<file path="src/rtl/io_uart_tx.sv">
// Memory-mapped 8N1 UART transmitter: an 8-entry byte FIFO written by IO stores,
// drained LSB-first onto a registered tx line, with a STATUS register for polling.
module io_uart_tx #(
    parameter int CLKS_PER_BIT = 200,
    parameter int FIFO_AW      = 3
) (
    input  logic        clock,
    input  logic        reset,
    input  logic        UARTCtrl,
    input  logic        ioWrite,
    input  logic        ioRead,
    input  logic        reg_sel,
    input  logic [15:0] write_data,
    output logic [15:0] read_data,
    output logic        tx
);

    localparam int DEPTH = 2 ** FIFO_AW;
    localparam int BW    = $clog2(CLKS_PER_BIT);
    localparam logic [BW-1:0]    BAUD_LAST = BW'(CLKS_PER_BIT - 1);
    localparam logic [FIFO_AW:0] DEPTH_CNT = (FIFO_AW + 1)'(DEPTH);

    typedef enum logic [1:0] {
        ST_IDLE,
        ST_START,
        ST_DATA,
        ST_STOP
    } state_t;

    state_t             state_reg, state_next;
    logic [7:0]         mem [DEPTH];
    logic [FIFO_AW-1:0] wr_ptr_reg, rd_ptr_reg;
    logic [FIFO_AW:0]   count_reg;
    logic               overflow_reg, overflow_next;
    logic [BW-1:0]      baud_reg, baud_next;
    logic [2:0]         bit_idx_reg, bit_idx_next;
    logic [7:0]         shift_reg, shift_next;
    logic               tx_reg, tx_next;
    logic               full, empty, push_req, push, drop, pop, status_rd, busy;
    logic [7:0]         head;

    assign full      = (count_reg == DEPTH_CNT);
    assign empty     = (count_reg == '0);
    assign push_req  = UARTCtrl && ioWrite && !reg_sel;
    // Fullness is judged on pre-edge state: a same-cycle pop cannot rescue the push.
    assign push      = push_req && !full;
    assign drop      = push_req && full;
    assign status_rd = UARTCtrl && ioRead && reg_sel;
    assign busy      = (state_reg != ST_IDLE) || !empty;
    assign head      = mem[rd_ptr_reg];
    assign tx        = tx_reg;

    always_comb begin
        read_data = 16'h0000;
        if (status_rd) begin
            read_data = {8'h00, 4'(count_reg), overflow_reg, empty, full, busy};
        end
    end

    always_comb begin
        overflow_next = overflow_reg;
        if (drop) begin
            overflow_next = 1'b1;
        end else if (status_rd) begin
            overflow_next = 1'b0;
        end
    end

    always_ff @(posedge clock) begin
        if (push) begin
            mem[wr_ptr_reg] <= write_data[7:0];
        end
    end

    always_ff @(posedge clock) begin
        if (!reset) begin
            wr_ptr_reg   <= '0;
            rd_ptr_reg   <= '0;
            count_reg    <= '0;
            overflow_reg <= 1'b0;
        end else begin
            if (push) begin
                wr_ptr_reg <= wr_ptr_reg + 1'b1;
            end
            if (pop) begin
                rd_ptr_reg <= rd_ptr_reg + 1'b1;
            end
            case ({push, pop})
                2'b10:   count_reg <= count_reg + 1'b1;
                2'b01:   count_reg <= count_reg - 1'b1;
                default: count_reg <= count_reg;
            endcase
            overflow_reg <= overflow_next;
        end
    end

    always_ff @(posedge clock) begin
        if (!reset) begin
            state_reg   <= ST_IDLE;
            baud_reg    <= '0;
            bit_idx_reg <= '0;
            shift_reg   <= '0;
            tx_reg      <= 1'b1;
        end else begin
            state_reg   <= state_next;
            baud_reg    <= baud_next;
            bit_idx_reg <= bit_idx_next;
            shift_reg   <= shift_next;
            tx_reg      <= tx_next;
        end
    end

    // tx_next is the line level for the state being entered, so tx stays registered.
    always_comb begin
        state_next   = state_reg;
        baud_next    = baud_reg;
        bit_idx_next = bit_idx_reg;
        shift_next   = shift_reg;
        tx_next      = tx_reg;
        pop          = 1'b0;
        case (state_reg)
            ST_IDLE: begin
                tx_next = 1'b1;
                if (!empty) begin
                    pop        = 1'b1;
                    shift_next = head;
                    baud_next  = '0;
                    state_next = ST_START;
                    tx_next    = 1'b0;
                end
            end
            ST_START: begin
                if (baud_reg == BAUD_LAST) begin
                    baud_next    = '0;
                    bit_idx_next = '0;
                    state_next   = ST_DATA;
                    tx_next      = shift_reg[0];
                end else begin
                    baud_next = baud_reg + 1'b1;
                end
            end
            ST_DATA: begin
                if (baud_reg == BAUD_LAST) begin
                    baud_next = '0;
                    if (bit_idx_reg == 3'd7) begin
                        state_next = ST_STOP;
                        tx_next    = 1'b1;
                    end else begin
                        bit_idx_next = bit_idx_reg + 3'd1;
                        shift_next   = {1'b0, shift_reg[7:1]};
                        tx_next      = shift_reg[1];
                    end
                end else begin
                    baud_next = baud_reg + 1'b1;
                end
            end
            ST_STOP: begin
                if (baud_reg == BAUD_LAST) begin
                    baud_next = '0;
                    if (!empty) begin
                        pop        = 1'b1;
                        shift_next = head;
                        state_next = ST_START;
                        tx_next    = 1'b0;
                    end else begin
                        state_next = ST_IDLE;
                        tx_next    = 1'b1;
                    end
                end else begin
                    baud_next = baud_reg + 1'b1;
                end
            end
            default: begin
                state_next = ST_IDLE;
                tx_next    = 1'b1;
            end
        endcase
    end

endmodule
</file>
<file path="config.mk">
export PLATFORM = sky130hd
export DESIGN_NAME = io_uart_tx
export DESIGN_NICKNAME = d
export VERILOG_FILES = /design/src/rtl/io_uart_tx.sv
export SDC_FILE = /design/constraint.sdc
export NUM_CORES = 1
export LEC_CHECK = 0
export CORE_ASPECT_RATIO = 0.75
export CORE_MARGIN = 2
export CORE_UTILIZATION = 47
export DETAILED_ROUTE_END_ITERATION = 10
export MAX_ROUTING_LAYER = met4
export PLACE_DENSITY = 0.72
export SLEW_MARGIN = 25
export SYNTH_ARGS = -nofsm -noshare
export SYNTH_HDL_FRONTEND = slang
export SYNTH_SLANG_ARGS = --single-unit
</file>
<file path="constraint.sdc">
create_clock -name clock -period 7.5 [get_ports clock]
set_clock_uncertainty 0.15 [all_clocks]
set_input_delay 1.5 -clock clock [delete_from_list [all_inputs] [get_ports clock]]
set_output_delay 1.5 -clock clock [all_outputs]
set_load 0.01 [all_outputs]
</file>
==> flow_summary_export.csv, run 1 <==
group,metric,value,unit
timing,timing.final.hold_violations,0,
power,power.internal,1.15,mW
cts,cts_made_buffers,9,
setup_path,r2r_cells,11,
power,max-vdd-ir-drop,183,uV
run_status,outcome,"complete, no violations",
global_routing,overflow,0,
synth,synthCells,337,
timing,hold_ws,0.317,ns
power,p_comb_share,35.5,%
synth,ys_types,58,
cells_and_area,diodes,0,
cts,root_buffer,"clkbuf_16",
timing,setup_viol,0,
hold_path,hold_start,"bit_idx_reg[2]$_SDFFE_PN0P_",
synth,netlist_area,0.00460,mm2
hold_path,worst_hold_path.num_cells,2,
flow_run,drv_cap,0,
cts,hold_buffers,0,
cts,cts.clk_slew.worst_paths,0.08,ns
die,die_area,0.0106,mm2
cells_and_area,largest_reg_flops,64,
cells_and_area,design_area,0.00518,mm2
synth,yosysWarningCount,0,
timing,max_freq,0.220,GHz
hold_path,min_path_type,"reg -> reg",
cts,htree_levels,3,
setup_path,cp_max_fo,5,
cells_and_area,final_cells,492,
power,p_leak,1.81,nW
die,die_w,118,um
setup_path,r2r-end,"count_reg[2]$_SDFFE_PN0P_",
timing,fin_ws,2.96,ns
cells_and_area,nFillCells,802,
power,report.power.total,1.77,mW
global_routing,grt_pass1_vias,2698,
synth,syn_area_per_cell,13.7,um2
cells_and_area,multi_input_area,0.00180,mm2
power,switching_power,0.614,mW
synth,synth_top_area_share,41.8,%
synth,synth-seq-area-share,57.4,%
hold_path,whs_endpoint,"bit_idx_reg[2]$_SDFFE_PN0P_",
drt,viasPerCell,5.60,
cts,post_cts_resized,0,
setup_path,crit_chain,"clkdlybuf4s50_1 > and3_1 > and2_1 > clkdlybuf4s50_1",
power,clock_power_share,25.6,%
placement,io_buffers,22,
cts,clock_sink_count,100,
cts,clock_latency,0.35,ns
placement,placed_area,0.00489,mm2
power,power_density,341,mW/mm2
synth,synth_top_area_cell,"edfxtp_1",
cells_and_area,seq_area,0.00264,mm2
timing,slew_headroom,43.9,%
placement,post-place-ws,2.97,ns
setup_path,regToRegSetupSlack,4.05,ns
die,ios,39,
drt,num_vias,2754,
timing,period_needed,4.54,ns
die,row_count,31,
synth,synth_edf_count,64,
drt,drtIter0Drc,190,
drt,wl_per_cell,17.2,um
drt,drt-total-wl,8.48,mm
timing,worstMarginPinSlew,0.842,ns
setup_path,cp-start-kind,"input pin",
timing,maxSlewViolCount,0,
setup_path,r2r-start,"baud_reg[1]$_SDFFE_PN0P_",
synth,synth_area_leaders,"edfxtp_1 42%, dfxtp_1 16%, mux4_2 7.8%, ha_1 3.5%, mux2i_1 2.6%",
global_routing,grtUsageTotal,17.3,%
setup_path,cp_slowest_cell,"clkdlybuf4s50_1",
placement,place_hpwl,5.72,mm
setup_path,path_class,"in -> out",
cells_and_area,post-route-util,54.0,%
die,coreArea,0.00958,mm2
global_routing,grt_start_max_net_pins,27,
timing,min_period_over_period,60.5,%
timing,setup_tns,0,ns
setup_path,crit_arrival,2.89,ns
drt,drt-pass1-iter-count,4,
drt,ant_nets,0,
synth,ys_seq_elements,100,
synth,async_flop_share,0,%
cells_and_area,syn2layout_area_growth,12.5,%
cts,post_cts_buffers,0,
global_routing,grt_pass1_wl,13.8,mm
power,p_seq_share,38.8,%
die,die_y,89.7,um
drt,drc,0,
cts,cts_buffer_depth,2,
synth,ys.flop_type,"edfxtp_1",
cts,cts_tree,"yes",
setup_path,cp-end-kind,"output port",
setup_path,path_common_cell,"clkdlybuf4s50_1",
timing,rsz0062_at_grt,"false",
setup_path,worst_path_largest_cell_delay,0.53,ns
cells_and_area,layout-drive-gt1-share,14.2,%
cells_and_area,nNetsFinal,390,
die,start_util,48.0,%
placement,dp.cells,476,
setup_path,required,5.85,ns
global_routing,antenna_found_initial,0,
placement,place_congestion,0.747,
power,switching_share,34.8,%
==> cells in the final DEF (no fill, tap or decap), types with 10 or more instances in the layout <==
| cell type | instances |
|---|---|
| a21oi_1 | 11 |
| mux4_2 | 16 |
| edfxtp_1 | 64 |
| mux2i_1 | 12 |
| ha_1 | 13 |
| nand2_1 | 18 |
| dfxtp_1 | 35 |
| nor2_1 | 19 |
| nand3b_1 | 10 |
| clkdlybuf4s50_1 | 22 |
==> Yosys cell counts, drive strengths merged (4+ instances only) <==
master / n
edfxtp: 64
mux4: 16
and3: 5
nand3: 7
a211o: 9
buf: 18
nor4: 4
clkbuf: 10
ha: 13
o221a: 7
nor2: 19
mux2i: 12
and2: 6
nand2: 19
a22o: 7
a21oi: 13
nor3: 9
nand2b: 7
xor2: 5
nand3b: 10
dfxtp: 36
==> critical path, delay by kind of cell <==
family	cells	cell delay [ns]
buf+inv	2	1.03
simple gates	2	0.35
==> metal layers <==
| layer | part of all wire (%) | routed length (um) | GRT usage, % | up-vias |
|---|---|---|---|---|
| met4 | 0.83 | 70 | 5.22 | 0 |
| met3 | 4.5 | 380 | 5.01 | 4 |
| met1 | 47 | 4020 | 23.3 | 1365 |
| met5 | 0 | 0 | - | - |
| met2 | 47 | 4010 | 25.6 | 56 |
| li1 | - | - | - | 1329 |
==> power by group through the flow <==
stage / registers (mW) / clock network (mW) / logic, mW
2_1_floorplan: 0.669 / 0 / 0.518
3_3_place_gp: 0.694 / 0 / 0.602
3_5_place_dp: 0.698 / 0 / 0.622
4_1_cts: 0.685 / 0.463 / 0.624
5_1_grt: 0.695 / 0.486 / 0.682
6_report: 0.686 / 0.453 / 0.628
==> layout make-up <==
type	count	share of cell area (%)
tap	132	3.19
clock buffer	9	4.35
sequential	100	51.1
timing repair buffer	28	5.12
inverter	3	0.217
multi-input combinational	213	34.8
clock inverter	7	1.26
==> worst max path at each step <==
stage | from | end | cells after the start
after floorplan | reg_sel | read_data[3] | 2
after global placement | reg_sel | read_data[5] | 4
after detailed placement | UARTCtrl | read_data[7] | 4
after CTS | reg_sel | read_data[7] | 4
after global routing | UARTCtrl | read_data[7] | 4
final | UARTCtrl | read_data[7] | 4
==> logic make-up after synthesis <==
group	synth area share (%)
and+or+nand+nor	12.6
AOI/OAI and AO/OA	10.9
buffers and inverters	4.02
xor gates and xnor gates	0.951
adders and majority gates	3.53
DFF	57.4
other	0.0815
muxes	10.4
(Power assumes the default switching activity.)
==> inputs of run 2 (changes only) <==
Clock period 7.5 ns to 4.6 ns, I/O delays scaled along.
==> run 2 against run 1 <==
Routed wire length is 0.18% lower. Sequential cell count unchanged. Combinational power grew 61%. Non-clock buffer count stayed put.
==> flow_summary_export.csv, run 2 (same netlist as run 1, synthesis figures left out) <==
group,metric,value,unit
cts,root_buffer,"clkbuf_16",
timing,slew_headroom,40.7,%
setup_path,path_common_cell,"ha_1",
setup_path,required,4.70,ns
power,p_comb_share,35.1,%
setup_path,cp-start-kind,"register",
setup_path,crit_start,"baud_reg[0]$_SDFFE_PN0P_",
timing,maxSlewViolCount,0,
global_routing,grt_pass1_vias,2635,
global_routing,grt_pass1_wl,13.9,mm
hold_path,min_path_type,"reg -> reg",
power,p_leak,1.81,nW
cts,clock_latency,0.34,ns
timing,setup_viol,0,
timing,max_freq,0.290,GHz
timing,timing.final.hold_violations,0,
run_status,outcome,"complete, no violations",
setup_path,regToRegSetupSlack,1.15,ns
setup_path,crit_chain,"ha_1 > and4_1 > a31oi_1 > nor3_2 > ha_1 > xor2_1 > ha_1 > a21oi_1 > xor2_1 > or3_1 > a21oi_1",
cts,cts_buffer_depth,2,
power,switching_share,33.3,%
drt,drtIter0Drc,214,
cts,htree_levels,3,
timing,rsz0062_at_grt,"false",
timing,setup_tns,0,ns
cells_and_area,final_common_cell,"edfxtp_1",
drt,drc,0,
cells_and_area,diodes,0,
placement,place_hpwl,5.64,mm
cells_and_area,final_cell_mix,"64 x edfxtp_1, 35 x dfxtp_1, 22 x clkdlybuf4s50_1",
setup_path,cp_max_fo,17,
cts,cts_tree,"yes",
global_routing,overflow,0,
die,ios,39,
power,switching_power,0.963,mW
cts,hold_buffers,0,
die,die_y,89.7,um
power,clock_power_share,26.2,%
setup_path,cp_slowest_cell,"and4_1",
timing,min_period_over_period,74.9,%
cts,post_cts_buffers,0,
cells_and_area,syn2layout_area_growth,12.7,%
cts,cts.clk_slew.worst_paths,0.07,ns
placement,place_congestion,0.749,
cells_and_area,largest_reg_flops,64,
setup_path,path_class,"reg -> reg",
die,coreArea,0.00958,mm2
setup_path,worst_path_largest_cell_delay,0.60,ns
drt,viasPerCell,5.67,
setup_path,cp-end-kind,"register",
drt,num_vias,2788,
power,power_density,557,mW/mm2
cells_and_area,post-route-util,54.1,%
timing,worstMarginPinSlew,0.886,ns
global_routing,grt_start_max_net_pins,27,
global_routing,grtUsageTotal,17.3,%
hold_path,hold_start,"bit_idx_reg[2]$_SDFFE_PN0P_",
die,row_count,31,
die,die_area,0.0106,mm2
drt,ant_nets,0,
die,start_util,48.0,%
drt,drt-total-wl,8.46,mm
die,die_w,118,um
cts,cts_made_buffers,9,
cts,clock_sink_count,100,
placement,dp.cells,476,
cells_and_area,nNetsFinal,390,
cells_and_area,layout-drive-gt1-share,13.9,%
power,p_seq_share,38.7,%
flow_run,drv_cap,0,
cells_and_area,final_cells,492,
setup_path,crit_arrival,3.55,ns
cts,post_cts_resized,0,
drt,drt-pass1-iter-count,4,
global_routing,antenna_found_initial,0,
placement,io_buffers,22,
timing,period_needed,3.45,ns
power,max-vdd-ir-drop,209,uV
power,power.internal,1.92,mW
drt,wl_per_cell,17.2,um
timing,hold_ws,0.314,ns
setup_path,r2r-start,"baud_reg[0]$_SDFFE_PN0P_",
[run 2: path summary, 6_finish.rpt]
check	to	cells after the start
max reg2reg	count_reg[2]$_SDFFE_PN0P_	11
min reg2reg	bit_idx_reg[2]$_SDFFE_PN0P_	2
min	bit_idx_reg[2]$_SDFFE_PN0P_	2
max	count_reg[2]$_SDFFE_PN0P_	11
[run 2: final cells by class]
class,instances,area [um2]
fill,816,4390
sequential,100,2640
multi-input combinational,213,1800
timing repair buffer,28,265
clock buffer,10,229
tap,132,165
clock inverter,6,71.3
inverter,3,11.3
[run 2: power by group through the flow]
stage / combinational (mW) / clock, mW / sequential, mW
after CTS: 1.01 / 0.773 / 1.12
after global placement: 0.980 / 0 / 1.13
after floorplan: 0.845 / 0 / 1.09
after detailed placement: 1.00 / 0 / 1.14
final: 1.01 / 0.755 / 1.12
after global routing: 1.12 / 0.804 / 1.13
[run 2: layer usage]
layer | global-route usage, % | part of all wire (%) | wire, um
met1 | 23.1 | 47 | 3940
met4 | 5.12 | 1.1 | 95
met2 | 26.5 | 48 | 4030
met5 | - | 0 | 0
met3 | 4.25 | 4.8 | 405
[run 2: critical path: cells and delay by family (launching register included)]
family	cells	cell delay [ns]
and+or+nand+nor	3	1.32
adders and majority gates	3	0.73
AOI/OAI and AO/OA	3	0.45
DFF	1	0.37
xor gates and xnor gates	2	0.33
[run 2: metrics by stage]
step,setup WS [ns],cell area (um2),total power [mW]
after floorplan,1.75,4630,1.94
after global placement,1.21,4890,2.11
after detailed placement,1.17,4890,2.14
after CTS,1.19,5190,2.90
after global routing,0.851,5190,3.05
final,1.15,5190,2.89
